--- config.mk ---
export PLATFORM = sky130hd
export DESIGN_NAME = alu4_req_scheduler
export DESIGN_NICKNAME = d
export VERILOG_FILES = /design/src/rtl/alu4_req_scheduler.sv
export SDC_FILE = /design/constraint.sdc
export NUM_CORES = 1
export LEC_CHECK = 0
export ABC_AREA = 1
export BUFFER_PORTS_ARGS = -buffer_cell sky130_fd_sc_hd__buf_2
export CORE_MARGIN = 2
export CORE_UTILIZATION = 48
export CTS_CLUSTER_SIZE = 40
export DETAILED_ROUTE_END_ITERATION = 8
export PLACE_DENSITY = 0.78
export SETUP_SLACK_MARGIN = 0.15
export SYNTH_ARGS = -nofsm -noshare
export SYNTH_HDL_FRONTEND = slang
export SYNTH_SLANG_ARGS = --single-unit
--- constraint.sdc ---
create_clock -name clk -period 1.7 [get_ports clk]
set_clock_uncertainty 0.05 [all_clocks]
set_input_delay 0.34 -clock clk [delete_from_list [all_inputs] [get_ports clk]]
set_output_delay 0.34 -clock clk [all_outputs]
set_load 0.005 [all_outputs]
--- src/rtl/alu4_req_scheduler.sv ---
// alu4_req_scheduler: arbitrates two requesters onto one shared 4-bit ALU and returns tagged responses
module alu4_req_scheduler #(
  parameter bit FAIR      = 1'b1,
  parameter bit RST_GRANT = 1'b1
) (
  input  logic       clk,
  input  logic       rst,
  input  logic       req0_valid,
  output logic       req0_ready,
  input  logic [3:0] req0_op,
  input  logic [3:0] req0_a,
  input  logic [3:0] req0_b,
  input  logic       req0_chain,
  input  logic       req1_valid,
  output logic       req1_ready,
  input  logic [3:0] req1_op,
  input  logic [3:0] req1_a,
  input  logic [3:0] req1_b,
  input  logic       req1_chain,
  output logic [3:0] alu_op,
  output logic [3:0] alu_a,
  output logic [3:0] alu_b,
  input  logic [3:0] alu_out,
  input  logic       alu_z,
  input  logic       alu_c,
  output logic       rsp_valid,
  input  logic       rsp_ready,
  output logic       rsp_id,
  output logic [3:0] rsp_data,
  output logic       rsp_z,
  output logic       rsp_c,
  output logic       busy
);
  typedef enum logic [1:0] {IDLE = 2'd0, EXEC = 2'd1, RESP = 2'd2} state_t;
  state_t     state_q, state_d;
  logic [3:0] alu_op_q, alu_op_d, alu_a_q, alu_a_d, alu_b_q, alu_b_d;
  logic [3:0] last_res0_q, last_res0_d, last_res1_q, last_res1_d;
  logic [3:0] rsp_data_q, rsp_data_d;
  logic       rsp_z_q, rsp_z_d, rsp_c_q, rsp_c_d, rsp_id_q, rsp_id_d;
  logic       rsp_valid_q, rsp_valid_d, busy_q, busy_d;
  logic       id_q, id_d, last_grant_q, last_grant_d;
  logic       idle, gnt0, gnt1;
  // Grant: a lone requester wins; a contest goes to the one not served last (or req0 when not fair)
  always_comb begin
    idle = state_q == IDLE;
    gnt1 = idle & req1_valid & (~req0_valid | (FAIR & ~last_grant_q));
    gnt0 = idle & req0_valid & ~gnt1;
  end
  assign req0_ready = gnt0;
  assign req1_ready = gnt1;
  // Next state: latch operands on accept, capture ALU result after the single EXEC cycle
  always_comb begin
    state_d      = state_q;
    alu_op_d     = alu_op_q;
    alu_a_d      = alu_a_q;
    alu_b_d      = alu_b_q;
    last_res0_d  = last_res0_q;
    last_res1_d  = last_res1_q;
    rsp_data_d   = rsp_data_q;
    rsp_z_d      = rsp_z_q;
    rsp_c_d      = rsp_c_q;
    rsp_id_d     = rsp_id_q;
    rsp_valid_d  = rsp_valid_q;
    busy_d       = busy_q;
    id_d         = id_q;
    last_grant_d = last_grant_q;
    case (state_q)
      IDLE: if (gnt0 | gnt1) begin
        alu_op_d     = gnt1 ? req1_op : req0_op;
        alu_a_d      = gnt1 ? (req1_chain ? last_res1_q : req1_a) : (req0_chain ? last_res0_q : req0_a);
        alu_b_d      = gnt1 ? req1_b : req0_b;
        id_d         = gnt1;
        last_grant_d = gnt1;
        busy_d       = 1'b1;
        state_d      = EXEC;
      end
      EXEC: begin
        rsp_data_d  = alu_out;
        rsp_z_d     = alu_z;
        rsp_c_d     = alu_c;
        rsp_id_d    = id_q;
        last_res0_d = id_q ? last_res0_q : alu_out;
        last_res1_d = id_q ? alu_out : last_res1_q;
        rsp_valid_d = 1'b1;
        state_d     = RESP;
      end
      RESP: if (rsp_ready) begin
        rsp_valid_d = 1'b0;
        busy_d      = 1'b0;
        state_d     = IDLE;
      end
      default: begin
        rsp_valid_d = 1'b0;
        busy_d      = 1'b0;
        state_d     = IDLE;
      end
    endcase
  end
  // State and registered outputs; reset aborts any op in flight
  always_ff @(posedge clk or posedge rst) begin
    if (rst) begin
      state_q      <= IDLE;
      alu_op_q     <= '0;
      alu_a_q      <= '0;
      alu_b_q      <= '0;
      last_res0_q  <= '0;
      last_res1_q  <= '0;
      rsp_data_q   <= '0;
      rsp_z_q      <= 1'b0;
      rsp_c_q      <= 1'b0;
      rsp_id_q     <= 1'b0;
      rsp_valid_q  <= 1'b0;
      busy_q       <= 1'b0;
      id_q         <= 1'b0;
      last_grant_q <= RST_GRANT;
    end else begin
      state_q      <= state_d;
      alu_op_q     <= alu_op_d;
      alu_a_q      <= alu_a_d;
      alu_b_q      <= alu_b_d;
      last_res0_q  <= last_res0_d;
      last_res1_q  <= last_res1_d;
      rsp_data_q   <= rsp_data_d;
      rsp_z_q      <= rsp_z_d;
      rsp_c_q      <= rsp_c_d;
      rsp_id_q     <= rsp_id_d;
      rsp_valid_q  <= rsp_valid_d;
      busy_q       <= busy_d;
      id_q         <= id_d;
      last_grant_q <= last_grant_d;
    end
  end
  assign alu_op    = alu_op_q;
  assign alu_a     = alu_a_q;
  assign alu_b     = alu_b_q;
  assign rsp_valid = rsp_valid_q;
  assign rsp_id    = rsp_id_q;
  assign rsp_data  = rsp_data_q;
  assign rsp_z     = rsp_z_q;
  assign rsp_c     = rsp_c_q;
  assign busy      = busy_q;
endmodule

## Yosys cells after proc, flatten, opt, wreduce, memory -nomap -nowiden

Index checks and enable logic that the tools add are counted.

| storage, ports and cells | value |
|---|---|
| flip-flop bits (word level) | 33 |
| input bits | 37 |

| operators by class | value |
|---|---|
| reduce and logical (&&, ||, !) cells | 7 |
| bitwise gates (word level) | 12 |
| equal/unequal tests | 4 |
| multiplexer cells | 12 |

Operators with widths:

| cell | count |
|---|---|
| 4-bit two-way mux | 5 |
| 2-bit AND reduction | 5 |
| 1-bit inverter | 6 |
| 1-bit case mux with 3 select lines | 2 |
| 2-bit case mux with 3 select lines | 1 |
| 1-bit AND | 4 |
| 2-bit two-way mux | 2 |
| 3-bit AND reduction | 1 |
| 2-bit by 1-bit == test with 1-bit output, second input constant | 1 |
| 2-bit == test, second input constant | 1 |
| 2-bit logical NOT | 1 |
| 1-bit two-way mux | 2 |
| 2-bit by 1-bit inequality test with 1-bit output, second input constant | 1 |
| 2-bit inequality test, second input constant | 1 |
| 1-bit OR | 2 |

## Logic depth before layout (Yosys ltp)

Gate-level depths: netlist (run 1).

| depth | value |
|---|---|
| word-level depth | 8 |
| gate-level depth with buffers | 7 |

## Worst setup path after synthesis (run 1)

Ideal clock, no wire load.

| timing path | value |
|---|---|
| kind | reg2out |
| start point | register last_grant_q |
| end point | output req0_ready |
| buffers on the path | 1 |
| setup slack | 0.287 ns |
| data required time | 1.310 ns |
| arrival time | 1.023 ns |
| stages on the path, launching flop included | 6 |
| cell sequence | dfstp_2 > nand2_1 > nand3_4 > buf_2 > nand2_1 > inv_1 |

| on the way | value |
|---|---|
| longest elaborated chain between the ends | 5 |

RTL lines:

| what | RTL line | text |
|---|---|---|
| from (decl) | 41 | `logic id_q, id_d, last_grant_q, last_grant_d;` |
| from (signal assigned) | 130 | `last_grant_q <= last_grant_d;` |
| 1-bit inverter | 46 | `gnt1 = idle & req1_valid & (~req0_valid \| (FAIR & ~last_grant_q));` |
| 1-bit OR | 46 |  |
| 1-bit AND | 46 |  |
| 1-bit inverter | 47 | `gnt0 = idle & req0_valid & ~gnt1;` |
| 1-bit AND | 47 |  |
| to (decl) | 9 | `output logic req0_ready,` |

Every way passes these cells.

## Worst setup path in the final report (run 1)

| timing path | value |
|---|---|
| start point | register state_q[1] |
| end point | output req0_ready |

| on the way | value |
|---|---|
| longest elaborated chain between the ends | 5 |

RTL lines:

| what | RTL line | text |
|---|---|---|
| from (decl) | 35 | `state_t state_q, state_d;` |
| from (signal assigned) | 117 | `state_q <= state_d;` |
| 2-bit logical NOT * | 45 | `idle = state_q == IDLE;` |
| 1-bit AND (2 in a row) | 46 |  |
| 1-bit inverter | 47 |  |
| 1-bit AND * | 47 |  |

Every way passes the cells marked *; elsewhere a longest branch is shown, timed or not.

==> results of run 1 <==
synthesized netlist by cell type:
| cell type | number | area [um^2] |
|---|---|---|
| nand3_1 | 14 | 70.1 |
| or2_2 | 1 | 6.26 |
| buf_2 | 4 | 20.0 |
| nor2_4 | 2 | 22.5 |
| nor2_1 | 2 | 7.51 |
| clkbuf_1 | 1 | 3.75 |
| o21ai_0 | 20 | 100 |
| nand4_1 | 8 | 50.1 |
| dfrtp_1 | 32 | 801 |
| nand3_4 | 1 | 17.5 |
| nand2_1 | 84 | 315 |
| nand2_2 | 1 | 6.26 |
| inv_1 | 42 | 158 |
| buf_4 | 2 | 15.0 |
| inv_2 | 1 | 3.75 |
| dfstp_2 | 1 | 26.3 |
worst reg2reg max path: stages (launching register included):
cell and delay, ns:
dfrtp_1 0.42, nor2_4 0.06, nand2_2 0.08, inv_2 0.05
buf_4 0.13, buf_6 0.10, buf_4 0.12, buf_4 0.12
buf_4 0.12, buf_4 0.12, buf_6 0.10, o21ai_2 0.11
timing repair:
item | in CTS | in global routing
hold buffers | 0 | 0
endpoints found under the setup margin | 2 | 17
resized for setup | 5 | 9
pin swaps | 4 | 3
gates cloned | 0 | 0
setup buffers | 10 | 2
final timing paths:
check,to,slack (ns)
setup reg to reg,id_q$_DFFE_PP0P_,0.04
hold / removal,rsp_data[0]$_DFFE_PP0P_,0.02
min in group clk,rsp_c$_DFFE_PP0P_,0.14
hold reg to reg,last_grant_q$_DFFE_PP1P_,0.43
max in group asynchronous,last_grant_q$_DFFE_PP1P_,1.24
setup / recovery,req0_ready,0.04
registers in the layout, summed over array words and instances (netlist names), 2 cells and up:
register     cells
alu_a            4
alu_b            4
alu_op           4
last_res0_q      4
last_res1_q      4
rsp_data         4
state_q          2
routing by layer:
layer / vias up / wire length [um] / global-route usage
met1: 732 / 1720 / 0.292
met3: 8 / 214 / 0.0616
met2: 51 / 1840 / 0.311
met4: 0 / 53 / 0.0694
li1: 810 / - / -
met5: - / 0 / 0
cell type report:
| type | instances | area (um^2) |
|---|---|---|
| Sequential cell | 33 | 828 |
| Multi-Input combinational cell | 133 | 612 |
| Tap cell | 46 | 57.6 |
| Fill cell | 266 | 1080 |
| Timing Repair Buffer | 77 | 438 |
| Clock inverter | 3 | 65.1 |
| Inverter | 43 | 166 |
| Clock buffer | 5 | 37.5 |
cell families (layout without fill, tap and decap cells):
logic type | Yosys count | in the layout | synth area share
flip-flops | 33 | 33 | 0.510
buffers and inverters | 50 | 128 | 0.123
AO/OA/AOI/OAI | 20 | 20 | 0.0617
AND/OR/NAND/NOR | 113 | 113 | 0.305
metrics by stage:
stage / setup TNS [ns] / utilization / hold WS [ns] / instances
after global placement: 0 / 0.603 / 0.393 / 320
after CTS: 0 / 0.660 / 0.0308 / 338
final: 0 / 0.671 / 0.0216 / 340
after floorplan: 0 / - / 0.392 / 216
after global routing: -0.102 / 0.671 / 0.0492 / 340
after detailed placement: 0 / 0.603 / 0.407 / 320
where the power goes:
group          switching (mW)  internal (mW)
clock network           0.269          0.455
registers               0.205           1.19
logic                   0.955          0.741
total                    1.43           2.39
==> results.toml, run 1 <==
[run_status]
status = "finished clean"

[critical_path]
worst-path-stages = 6
path_cells = "nor2_4 > nand2_2 > inv_2 > nand2_2 > inv_2 > buf_2"
cp.required_ns = 1.31
worstRegToRegCells = 11
start_kind = "register"
cpMaxStageDelayCell = "dfrtp_2"
crit_arrival_ns = 1.27
critPathMaxStageDelay_ns = 0.43
worstSetupEndpointType = "output port"
rr_startpoint = "state_q[0]$_DFFE_PP0P_"
critPathMaxFanout = 3
critPathTopFamily = "flip-flops"
worstSetupPathType = "reg2out"
crit_buf_inv = 3
crit_start = "state_q[1]$_DFFE_PP0P_"

[floorplan]
die_w_um = 62.1
die_h_um = 62.1
die-area_um2 = 3860
rows = 21
initial_core_util = 0.494
core-area_um2 = 3280
ios = 60

[detailed_routing]
drc_errors = 0
wire_per_inst_um = 11.2
drt_iter0_drc = 103
vias_per_cell = 4.71
drt_pass1_iterations = 4
routed_wl_mm = 3.82
routed-via-count = 1601
postRouteAntennaNets = 0

[global_route]
overflow = 0
grt_first_pass_wirelength_mm = 6.33
grt_antenna_before_repair = 0
grt_max_degree = 34
grt.total_usage = 0.208
grt_pass1_vias = 1382

[cells_and_area]
fin_area_um2 = 2200
diodes = 0
layout_commonest_cell = "nand2_1"
final_nets = 330
final_layout_size_suffix_gt1_frac = 0.337
synthToLayoutAreaGrowth_pct = 35.9
final_cell_mix = "nand2_1, buf_2, inv_1, dfrtp_1, o21ai_0"

[place]
hpwl_mm = 2.55
routabilityCongestion = 0.850
port_buffers = 59
placed_area_um2 = 1980
dp_slack_ns = 0.216

[cts]
clockBufferDepth = 2
cts_made_buffers = 5
clock_latency_ns = 0.34
clk_pin_slew_ns = 0.11
htreeDepth = 2
cts_tree = "yes"
cts-root-buf = "clkbuf_4"
cts_sinks = 33

[sta]
fin_crit_ns = 1.66
fmax_mhz = 602
slew_headroom = 0.723
tightestPinTransition_ns = 0.416
rsz0062_at_grt = "yes"
fin_ws_ns = 0.0388
hold_viol = 0
post-route-period-util = 0.977
setup_viol = 0
maxSlewViolCount = 0

[min_path]
hold_path.class = "in2async"

[logic_synthesis]
yosysWarningCount = 0
synth_area_per_cell_um2 = 7.51
synth_area_um2 = 1620
syn-num-nets = 253
seq_area_frac_synth = 0.510
syn-instance-count = 216
synth-seq-cells = 33
ys_types = 16

[run]
drv_cap = 0

[power_and_ir_drop]
power_density_nw_per_um2 = 1730
p_leak_nw = 1.34
power_mw = 3.82
ir_drop_uv = 1060
Note: power is estimated with default switching activity, not from simulation.
==> inputs of run 2 (changes only) <==
Settings changed: SETUP_SLACK_MARGIN 0.15 to 0.3.
==> results.toml, run 2 (synthesis gave the netlist of run 1 again) <==
[run_status]
status = "finished clean"

[global_route]
overflow = 0
grt.total_usage = 0.196
grt_antenna_before_repair = 0
grt_pass1_vias = 1326
grt_max_degree = 34
grt_first_pass_wirelength_mm = 5.87

[power_and_ir_drop]
p_sw_mw = 1.35
power_density_nw_per_um2 = 1610
ir_drop_uv = 782
p_leak_nw = 1.28
seq_power_share = 0.412
power_mw = 3.40
p_int_mw = 2.05
combPwrFrac = 0.468
power.share.clock = 0.119
swShare = 0.397

[sta]
hold_viol = 0
fin_hold_ws_ns = 0.0141
setup_viol = 0
tightestPinTransition_ns = 0.398
post-route-period-util = 0.964
fin_crit_ns = 1.64
maxSlewViolCount = 0
slew_headroom = 0.735
rsz0062_at_grt = "yes"
fmax_mhz = 610
tns_ns = 0

[cts]
clock_latency_ns = 0.34
clockBufferDepth = 2
htreeDepth = 2
cts-root-buf = "clkbuf_4"
cts_sinks = 33
cts_made_buffers = 5
clk_pin_slew_ns = 0.10
cts_tree = "yes"
cts_hold_buf = 0

[floorplan]
initial_core_util = 0.494
rows = 21
ios = 60
core-area_um2 = 3280
die_w_um = 62.1
die-area_um2 = 3860
die_h_um = 62.1

[cells_and_area]
utilization = 0.643
diodes = 0
final_nets = 324
final_layout_size_suffix_gt1_frac = 0.313
layout_commonest_cell = "nand2_1"
final_cell_mix = "nand2_1, buf_2, inv_1, dfrtp_1, o21ai_0"
fin_area_um2 = 2110
synthToLayoutAreaGrowth_pct = 30.1

[place]
placed_area_um2 = 1990
routabilityCongestion = 0.890
hpwl_mm = 2.55
port_buffers = 59

[detailed_routing]
drc_errors = 0
routed-via-count = 1538
drt_iter0_drc = 108
vias_per_cell = 4.60
drt_pass1_iterations = 4
wire_per_inst_um = 10.5
routed_wl_mm = 3.51
postRouteAntennaNets = 0

[critical_path]
worstSetupEndpointType = "output port"
crit_arrival_ns = 1.25
crit_start = "state_q[1]$_DFFE_PP0P_"
rr_startpoint = "last_grant_q$_DFFE_PP1P_"
start_kind = "register"
critPathMaxFanout = 5
worstSetupPathType = "reg2out"
cp.required_ns = 1.31

[min_path]
hold_path.class = "in2async"

[run]
drv_cap = 0
[run 2: area by class of cell]
class,instances,area [um^2]
Clock buffer,7,45.0
Sequential cell,33,828
Fill cell,304,1170
Timing Repair Buffer,71,393
Tap cell,46,57.6
Multi-Input combinational cell,133,619
Inverter,43,164
Clock inverter,1,5.00
[run 2: final timing paths]
kind | to | slack [ns] | depth (start not counted)
setup reg to reg | alu_op[0]$_DFFE_PP0P_ | 0.35 | 7
setup / recovery | req0_ready | 0.06 | 5
max in group asynchronous | last_grant_q$_DFFE_PP1P_ | 1.25 | 3
hold reg to reg | alu_op[2]$_DFFE_PP0P_ | 0.43 | 2
min in group clk | rsp_z$_DFFE_PP0P_ | 0.15 | 3
hold / removal | last_res0_q[0]$_DFFE_PP0P_ | 0.01 | 3
[run 2: stage by stage]
| stage | instances | setup slack [ns] |
|---|---|---|
| finish | 334 | 0.0615 |
| floorplan | 216 | 0.324 |
| global placement | 321 | 0.284 |
| global route | 334 | -0.0136 |
| detailed placement | 321 | 0.261 |
| CTS | 333 | 0.0349 |
[run 2: critical path, cell delays in order (launching register included)]
cell     delay (ns)
dfrtp_2        0.43
nor2_4         0.16
nand3_4        0.12
nand2_2        0.07
inv_1          0.03
buf_2          0.11
[run 2: power groups by stage]
stage / clock network, mW / logic (mW) / registers [mW]
2_1_floorplan: 0 / 0.915 / 1.42
4_1_cts: 0.423 / 1.55 / 1.40
3_3_place_gp: 0 / 1.42 / 1.41
6_report: 0.406 / 1.59 / 1.40
5_1_grt: 0.463 / 1.85 / 1.46
3_5_place_dp: 0 / 1.45 / 1.41
[run 2: routing by layer]
metal	vias up	global-route usage	wire, um
li1	807	-	-
met1	681	0.251	1530
met2	41	0.299	1700
met3	9	0.0634	190
met4	0	0.103	85
met5	-	0	0
[run 2: repair_timing]
| item | in CTS | in global routing |
|---|---|---|
| setup buffers | 4 | 1 |
| endpoints found under the hold margin | 0 | 0 |
| gates resized for setup | 6 | 5 |
| pin swaps | 3 | 3 |
| setup endpoints to repair | 6 | 15 |
| cloned | 0 | 0 |
